===== src/rtl/sensor_algo_pkg.sv =====
`default_nettype none
// ============================================================================
// Module   : sensor_algo_pkg
// Brief    : Shared types and constants for the sensor-algorithm result blocks.
// Revision : 1.0 - initial release
// ============================================================================
package sensor_algo_pkg;

    typedef enum logic [1:0] {
        ST_IDLE  = 2'd0,
        ST_ACCUM = 2'd1,
        ST_EMIT  = 2'd2
    } state_e;

    localparam logic [7:0] RESULT_MAGIC = 8'hC5;
    localparam int         RESULT_WORDS = 5;
    localparam int         SUM_W        = 48;
    localparam int         MOM_W        = 64;

    // Flag positions inside result word 1
    localparam int FLAG_TRUNC_BIT   = 31;
    localparam int FLAG_SUM_SAT_BIT = 30;
    localparam int FLAG_MOM_SAT_BIT = 29;

endpackage
`default_nettype wire


===== src/rtl/beam_profile_moments_sat_s32.sv =====
`default_nettype none
// ============================================================================
// Module   : sat_s32
// Brief    : Combinational signed saturation of a wide value to 32 bits.
// Revision : 1.0 - initial release
// ============================================================================
module sat_s32 #(
    parameter int IN_W = 48
) (
    input  logic [IN_W-1:0] val_i,
    output logic [31:0]     sat_o,
    output logic            clip_o
);

    // Value fits when every bit from 31 upward equals the sign bit
    always_comb begin
        clip_o = !((&val_i[IN_W-1:31]) || !(|val_i[IN_W-1:31]));
        sat_o  = val_i[31:0];
        if (clip_o) begin
            sat_o = val_i[IN_W-1] ? 32'h8000_0000 : 32'h7FFF_FFFF;
        end
    end

endmodule
`default_nettype wire


===== src/rtl/beam_profile_moments.sv =====
`default_nettype none
// ============================================================================
// Module   : beam_profile_moments
// Brief    : Per-frame intensity sum, first moment and peak; emits 5-word result.
// Revision : 1.0 - initial release
// ============================================================================
module beam_profile_moments
    import sensor_algo_pkg::*;
#(
    parameter int MAX_CHANNELS = 163,
    parameter bit CLAMP_NEG    = 1'b1
) (
    input  logic        clk,
    input  logic        rst,
    input  logic [31:0] data_in_data,
    input  logic        data_in_valid,
    output logic        data_in_ready,
    input  logic        data_in_startofpacket,
    input  logic        data_in_endofpacket,
    input  logic [1:0]  data_in_empty,
    output logic [31:0] data_out_data,
    output logic        data_out_valid,
    input  logic        data_out_ready,
    output logic        data_out_startofpacket,
    output logic        data_out_endofpacket,
    output logic [1:0]  data_out_empty
);

    localparam logic [31:0] c_peak_init = CLAMP_NEG ? 32'h0000_0000 : 32'h8000_0000;
    localparam logic [16:0] c_max_chan  = 17'(MAX_CHANNELS);
    localparam logic [2:0]  c_last_word = 3'(RESULT_WORDS - 1);

    state_e             state_q, state_d;
    logic [SUM_W-1:0]   sum_q, sum_d;
    logic [MOM_W-1:0]   mom_q, mom_d;
    logic [31:0]        peak_q, peak_d;
    logic [15:0]        peak_idx_q, peak_idx_d;
    logic [15:0]        chan_q, chan_d;
    logic               trunc_q, trunc_d;
    logic [7:0]         abort_q, abort_d;
    logic [2:0]         word_q, word_d;
    logic [31:0]        out_data_q, out_data_d;
    logic               out_valid_q, out_valid_d;
    logic               out_sop_q, out_sop_d;
    logic               out_eop_q, out_eop_d;

    logic               w_accept;
    logic               w_start;
    logic               w_in_range;
    logic [15:0]        w_idx;
    logic [31:0]        w_x;
    logic [SUM_W-1:0]   w_sum_base;
    logic [MOM_W-1:0]   w_mom_base;
    logic [31:0]        w_peak_base;
    logic [15:0]        w_peak_idx_base;
    logic               w_trunc_base;
    logic [MOM_W-1:0]   w_prod;
    logic [31:0]        w_sum_sat, w_mom_sat;
    logic               w_sum_clip, w_mom_clip;
    logic [31:0]        w_flags;
    logic [2:0]         w_sel;
    logic [31:0]        w_word;
    logic               w_unused;

    assign data_in_ready  = (state_q != ST_EMIT);
    assign w_accept       = data_in_valid && data_in_ready;
    assign w_start        = data_in_startofpacket;
    assign w_unused       = ^data_in_empty;

    // A sop beat restarts the frame, so it sees freshly cleared accumulators
    assign w_idx           = w_start ? 16'd0 : chan_q;
    assign w_sum_base      = w_start ? '0 : sum_q;
    assign w_mom_base      = w_start ? '0 : mom_q;
    assign w_peak_base     = w_start ? c_peak_init : peak_q;
    assign w_peak_idx_base = w_start ? 16'd0 : peak_idx_q;
    assign w_trunc_base    = w_start ? 1'b0 : trunc_q;

    assign w_x        = (CLAMP_NEG && data_in_data[31]) ? 32'd0 : data_in_data;
    assign w_in_range = ({1'b0, w_idx} < c_max_chan);
    assign w_prod     = $signed({48'd0, w_idx}) * $signed({{32{w_x[31]}}, w_x});

    sat_s32 #(.IN_W(SUM_W)) u_sat_sum (
        .val_i  (sum_q),
        .sat_o  (w_sum_sat),
        .clip_o (w_sum_clip)
    );

    sat_s32 #(.IN_W(MOM_W)) u_sat_mom (
        .val_i  (mom_q),
        .sat_o  (w_mom_sat),
        .clip_o (w_mom_clip)
    );

    // While a word is on the bus the mux already looks at the next one
    assign w_sel = out_valid_q ? (word_q + 3'd1) : word_q;

    always_comb begin
        w_flags                   = {16'd0, peak_idx_q};
        w_flags[FLAG_TRUNC_BIT]   = trunc_q;
        w_flags[FLAG_SUM_SAT_BIT] = w_sum_clip;
        w_flags[FLAG_MOM_SAT_BIT] = w_mom_clip;
        case (w_sel)
            3'd0:    w_word = {RESULT_MAGIC, abort_q, chan_q};
            3'd1:    w_word = w_flags;
            3'd2:    w_word = peak_q;
            3'd3:    w_word = w_sum_sat;
            default: w_word = w_mom_sat;
        endcase
    end

    always_comb begin
        state_d     = state_q;
        sum_d       = sum_q;
        mom_d       = mom_q;
        peak_d      = peak_q;
        peak_idx_d  = peak_idx_q;
        chan_d      = chan_q;
        trunc_d     = trunc_q;
        abort_d     = abort_q;
        word_d      = word_q;
        out_data_d  = out_data_q;
        out_valid_d = out_valid_q;
        out_sop_d   = out_sop_q;
        out_eop_d   = out_eop_q;

        case (state_q)
            ST_IDLE, ST_ACCUM: begin
                if (w_accept && (w_start || state_q == ST_ACCUM)) begin
                    if (w_start && state_q == ST_ACCUM && abort_q != 8'hFF) begin
                        abort_d = abort_q + 8'd1;
                    end
                    chan_d     = (w_idx == 16'hFFFF) ? 16'hFFFF : w_idx + 16'd1;
                    sum_d      = w_sum_base;
                    mom_d      = w_mom_base;
                    peak_d     = w_peak_base;
                    peak_idx_d = w_peak_idx_base;
                    trunc_d    = w_trunc_base || !w_in_range;
                    if (w_in_range) begin
                        sum_d = w_sum_base + {{(SUM_W-32){w_x[31]}}, w_x};
                        mom_d = w_mom_base + w_prod;
                        if ($signed(w_x) > $signed(w_peak_base)) begin
                            peak_d     = w_x;
                            peak_idx_d = w_idx;
                        end
                    end
                    if (data_in_endofpacket) begin
                        state_d = ST_EMIT;
                        word_d  = 3'd0;
                    end else begin
                        state_d = ST_ACCUM;
                    end
                end
            end
            ST_EMIT: begin
                if (!out_valid_q || data_out_ready) begin
                    if (out_valid_q && word_q == c_last_word) begin
                        state_d     = ST_IDLE;
                        out_valid_d = 1'b0;
                        out_sop_d   = 1'b0;
                        out_eop_d   = 1'b0;
                        out_data_d  = 32'd0;
                    end else begin
                        word_d      = w_sel;
                        out_valid_d = 1'b1;
                        out_data_d  = w_word;
                        out_sop_d   = (w_sel == 3'd0);
                        out_eop_d   = (w_sel == c_last_word);
                    end
                end
            end
            default: state_d = ST_IDLE;
        endcase
    end

    always_ff @(posedge clk) begin
        if (rst) begin
            state_q     <= ST_IDLE;
            sum_q       <= '0;
            mom_q       <= '0;
            peak_q      <= 32'd0;
            peak_idx_q  <= 16'd0;
            chan_q      <= 16'd0;
            trunc_q     <= 1'b0;
            abort_q     <= 8'd0;
            word_q      <= 3'd0;
            out_data_q  <= 32'd0;
            out_valid_q <= 1'b0;
            out_sop_q   <= 1'b0;
            out_eop_q   <= 1'b0;
        end else begin
            state_q     <= state_d;
            sum_q       <= sum_d;
            mom_q       <= mom_d;
            peak_q      <= peak_d;
            peak_idx_q  <= peak_idx_d;
            chan_q      <= chan_d;
            trunc_q     <= trunc_d;
            abort_q     <= abort_d;
            word_q      <= word_d;
            out_data_q  <= out_data_d;
            out_valid_q <= out_valid_d;
            out_sop_q   <= out_sop_d;
            out_eop_q   <= out_eop_d;
        end
    end

    assign data_out_data          = out_data_q;
    assign data_out_valid         = out_valid_q;
    assign data_out_startofpacket = out_sop_q;
    assign data_out_endofpacket   = out_eop_q;
    assign data_out_empty         = 2'b00;

endmodule
`default_nettype wire


===== config.mk =====
export PLATFORM = sky130hd
export DESIGN_NAME = beam_profile_moments
export DESIGN_NICKNAME = d
export VERILOG_FILES = /design/src/rtl/sensor_algo_pkg.sv /design/src/rtl/beam_profile_moments_sat_s32.sv /design/src/rtl/beam_profile_moments.sv
export SDC_FILE = /design/constraint.sdc
export NUM_CORES = 2
export LEC_CHECK = 0
export ABC_AREA = 1
export CORE_ASPECT_RATIO = 0.5
export CORE_MARGIN = 1.5
export CORE_UTILIZATION = 44
export CTS_CLUSTER_SIZE = 20
export DETAILED_ROUTE_END_ITERATION = 10
export PLACE_DENSITY_LB_ADDON = 0.3
export SYNTH_ARGS = -nofsm -noshare
export SYNTH_HDL_FRONTEND = slang
export SYNTH_HIERARCHICAL = 1
export SYNTH_SLANG_ARGS = --single-unit

===== constraint.sdc =====
create_clock -name clk -period 11.5 [get_ports clk]
set_input_delay 2.875 -clock clk [delete_from_list [all_inputs] [get_ports clk]]
set_output_delay 2.875 -clock clk [all_outputs]
set_load 0.01 [all_outputs]

==> metrics.md <==
| Metric | Value |
|---|---|
| Switching share of power | 41.7% |
| Adder and majority cell fraction of the synthesized area | 34.2% |
| Starting DRT DRC Count | 3360 |
| Hold Crit Depth | 2 |
| Reg-to-reg setup timing slack | 3.79 ns |
| Warnings from Yosys | 6 |
| Area of the mapped netlist | 33300 sq um |
| Highest cell delay on the worst timing path | roughly 0.6 ns |
| Setup Skew | 0.0588 ns |
| Initial antenna violation count | 2 |
| Final core area utilization | 48.2% |
| Syn Inst Count | 4910 |
| Multiplexer area fraction after synthesis | 0% |
| Root Buffer Master | sky130_fd_sc_hd__clkbuf_16 |
| GRT overflow | 0 |
| Max-slew headroom | ~15% |
| WL/cell | 21.8 um |
| Leakage power total | 17.1 nW |
| Full die area | 77500 sq um |
| Power density over cell area | roughly 78 nW/um^2 |
| Class of the tightest hold or removal check | reg2reg |
| Clock insertion delay at the later pin of the skew report | 0.65 ns |
| Final setup vio count | 0 |
| Minimum clock period after layout | slightly above 10 ns |
| Initial core utilization | 44.4% |
| Count of input and output buffers | 73 |
| Total DRC errors in the routed layout | 0 |
| Startpoint type of the worst setup path | input pin |
| Number of storage elements in the synthesis netlist | around 230 |
| Combinational family with the most area after synthesis | adder cells |
| Final period util | about nine tenths |
| Sequential share of the synthesized area | 13.5% |
| Residual antenna-violating net count after detailed routing | 0 |
| Clock sink count | 225 |
| Clock Pin Slew Worst Setup and Hold Paths | 0.07 ns |
| Area fraction in compound gates after synthesis | 11.0% |
| Height of the die | 198 um |
| Number of cells upsized or downsized after cts | 0 |
| Dominant synthesized flop cell | sky130_fd_sc_hd__dfxtp_1 |
| Post-route cell area | about 36000 sq um |
| Post-layout nets | 5600 |
| Syn Area/Cell | roughly 6.8 sq um |
| Depth of the worst register-to-register path | 26 |
| Most frequent cell after synthesis | sky130_fd_sc_hd__nand2_1 |
| Max Buffers Root-to-Sink | 3 |
| Worst setup path class | in2reg |
| Top cells by count, synth | sky130_fd_sc_hd__nand2_1 (1187), sky130_fd_sc_hd__inv_1 (939), sky130_fd_sc_hd__nor2_1 (627) |
| Vias | 32700 |
| Top cells by area, synth | sky130_fd_sc_hd__fa_1 (27%), sky130_fd_sc_hd__dfxtp_1 (14%), sky130_fd_sc_hd__nand2_1 (13%) |
| DRT Wirelength | 130 mm |
| Hold Buf Count CTS | 0 |
| Synth cell types | 57 |
| Outcome | finished clean |
| Area growth syn-to-layout | 8.62% |
| RSZ-0062 raised after global routing | false |
| Maximum clock frequency | 97.7 MHz |
| Logic pwr share | 35.3% |
| Endpoint type of the worst setup path | flip-flop |
| DP HPWL | 103 mm |
| Switching power summed over all nets | 1.17 mW |
| Beginning of the worst hold path | data_out_data[20] |
| Share of total power in sequential cells | 30.8% |
| Router iterations before antenna repair | 6 |
| Area leader, netlist | sky130_fd_sc_hd__fa_1 |
| CP arrival | between 10 and 15 ns |
| Last weighted congestion value of the routability-driven placer | around 1.0 |
| Number of synthesized flops with an enable pin | 0 |
| Setup TNS | 0 ns |
| Async SR Flop Fraction | 0% |
| CTS buffer count | 28 |
| Area share of the largest cell type after synthesis | between 20% and 30% |
| Die Width | 392 um |
| Int Pwr | 1.64 mW |
| Max-cap viol count | 0 |
| Proportion of power drawn by the clock network | 33.8% |
| Total number of placement rows | 71 |
| CP max stage cell | sky130_fd_sc_hd__inv_1 |
| R2R Path Start | chan_q[6] |
| Worst slew pin tran | 1.28 ns |
| Core footprint | 75100 sq um |
| Hold path endpoint | data_out_data[20] |
| Pin count of the biggest net entering global routing | just under 90 |
| Largest voltage drop on the vdd net | between 100 and 150 uV |
| Io pins | about 80 |
| Count of endpoints failing hold in the final timing report | 0 |
| TritonCTS clock tree | done |
| Post-CTS setup buffer count | 0 |
| Share of post-route cells with drive strength above 1 | around 4.9% |
| Post-synthesis xor/xnor area fraction | approximately 1% |
| Required arrival time at the worst endpoint | between 10 and 15 ns |
| Post-synthesis share of cell area spent on and, or, nand and nor gates | 26.6% |
| Total routing usage reported by global routing | 33.8% |
| Number of global-route vias before repair | 32000 |
| Wire length of the first global-routing pass | 197 mm |
| Largest fanout on the critical path | 18 |
| Count of H-tree levels built during CTS | 1 |
| RR Endpoint | mom_q[53] |
| Max-slew violation count | 0 |
| Vias per Instance | ~5.5 |
| Power consumption | 2.81 mW |
| Placement-stage cell area | 35200 sq um |
==> state kept, by name, summed over array words and instances (netlist names), 2 cells and up <==
| name | cells |
|---|---|
| abort_q | 8 |
| chan_q | 16 |
| data_out_data | 32 |
| mom_q | 64 |
| peak_idx_q | 16 |
| peak_q | 32 |
| state_q | 2 |
| sum_q | 48 |
| word_q | 3 |
==> how the worst max path moves through the flow <==
stage                                startpoint         to  slack, ns  depth (start not counted)
after floorplan           data_in_startofpacket  mom_q[55]       2.47                         30
after global placement         data_in_data[31]  mom_q[52]       0.86                         31
after detailed placement       data_in_data[31]  mom_q[53]       0.81                         28
after CTS                      data_in_data[31]  mom_q[53]       1.47                         28
after global routing           data_in_data[31]  mom_q[51]       0.94                         29
final                          data_in_data[31]  mom_q[53]       1.26                         28
==> metal layers <==
layer	share of wire, %	up-vias	track usage, %
li1	-	15000	-
met1	44	15900	48.7
met2	41	1584	50.0
met3	12	226	8.36
met4	3.1	2	9.45
met5	0.012	-	0
==> cell families (layout without fill, tap and decap cells) <==
family,after synthesis,count (layout)
xor+xnor,39,39
buf+inv,1162,1192
flops,225,225
simple gates,2179,2179
compound gates,664,664
other cells,1,3
fa+ha+maj,640,640
==> cells in the final DEF, fill, tap and decap left out, types with 24 or more instances in the layout <==
cell type,n
sky130_fd_sc_hd__fa_1,452
sky130_fd_sc_hd__nor2_1,620
sky130_fd_sc_hd__buf_4,107
sky130_fd_sc_hd__nand3_1,223
sky130_fd_sc_hd__nand4_1,36
sky130_fd_sc_hd__nand2_1,1186
sky130_fd_sc_hd__a21oi_1,332
sky130_fd_sc_hd__ha_1,188
sky130_fd_sc_hd__a31oi_1,24
sky130_fd_sc_hd__dfxtp_1,225
sky130_fd_sc_hd__o21ai_0,206
sky130_fd_sc_hd__nor3_1,32
sky130_fd_sc_hd__xor2_1,32
sky130_fd_sc_hd__inv_1,939
sky130_fd_sc_hd__clkbuf_16,28
sky130_fd_sc_hd__clkdlybuf4s50_1,71
==> critical path, delay by kind of cell <==
family / cells / cell delay, ns
buf+inv: 9 / 2.35
simple gates: 8 / 1.08
fa+ha+maj: 7 / 3.36
compound gates: 4 / 1.05
==> final cells by class <==
type                            instances  area, sq um
Clock inverter                         18          205
Inverter                              963         3620
Tap cell                             1022         1280
Fill cell                            7762        38900
Timing Repair Buffer                  178         1510
Clock buffer                           33          749
Multi-Input combinational cell       3524        24300
Antenna cell                            1         2.50
Sequential cell                       225         4500
==> through the flow <==
step | hold slack [ns] | setup WS [ns] | instances
6_report | 0.464 | 1.26 | 5964
5_1_grt | 0.481 | 0.940 | 5963
4_1_cts | 0.466 | 1.47 | 5963
3_5_place_dp | 0.455 | 0.812 | 5912
3_3_place_gp | 0.455 | 0.863 | 5912
2_1_floorplan | 0.445 | 2.47 | 4911
==> power by group through the flow <==
stage                     clock, mW  sequential (mW)  combinational (mW)
after floorplan                   0            0.861               0.650
after global placement            0            0.878               0.955
after detailed placement          0            0.880               0.963
after CTS                     0.959            0.862               0.974
after global routing          0.987            0.869                1.09
final                         0.951            0.866               0.993
Note: power is estimated with default switching activity, not from simulation.
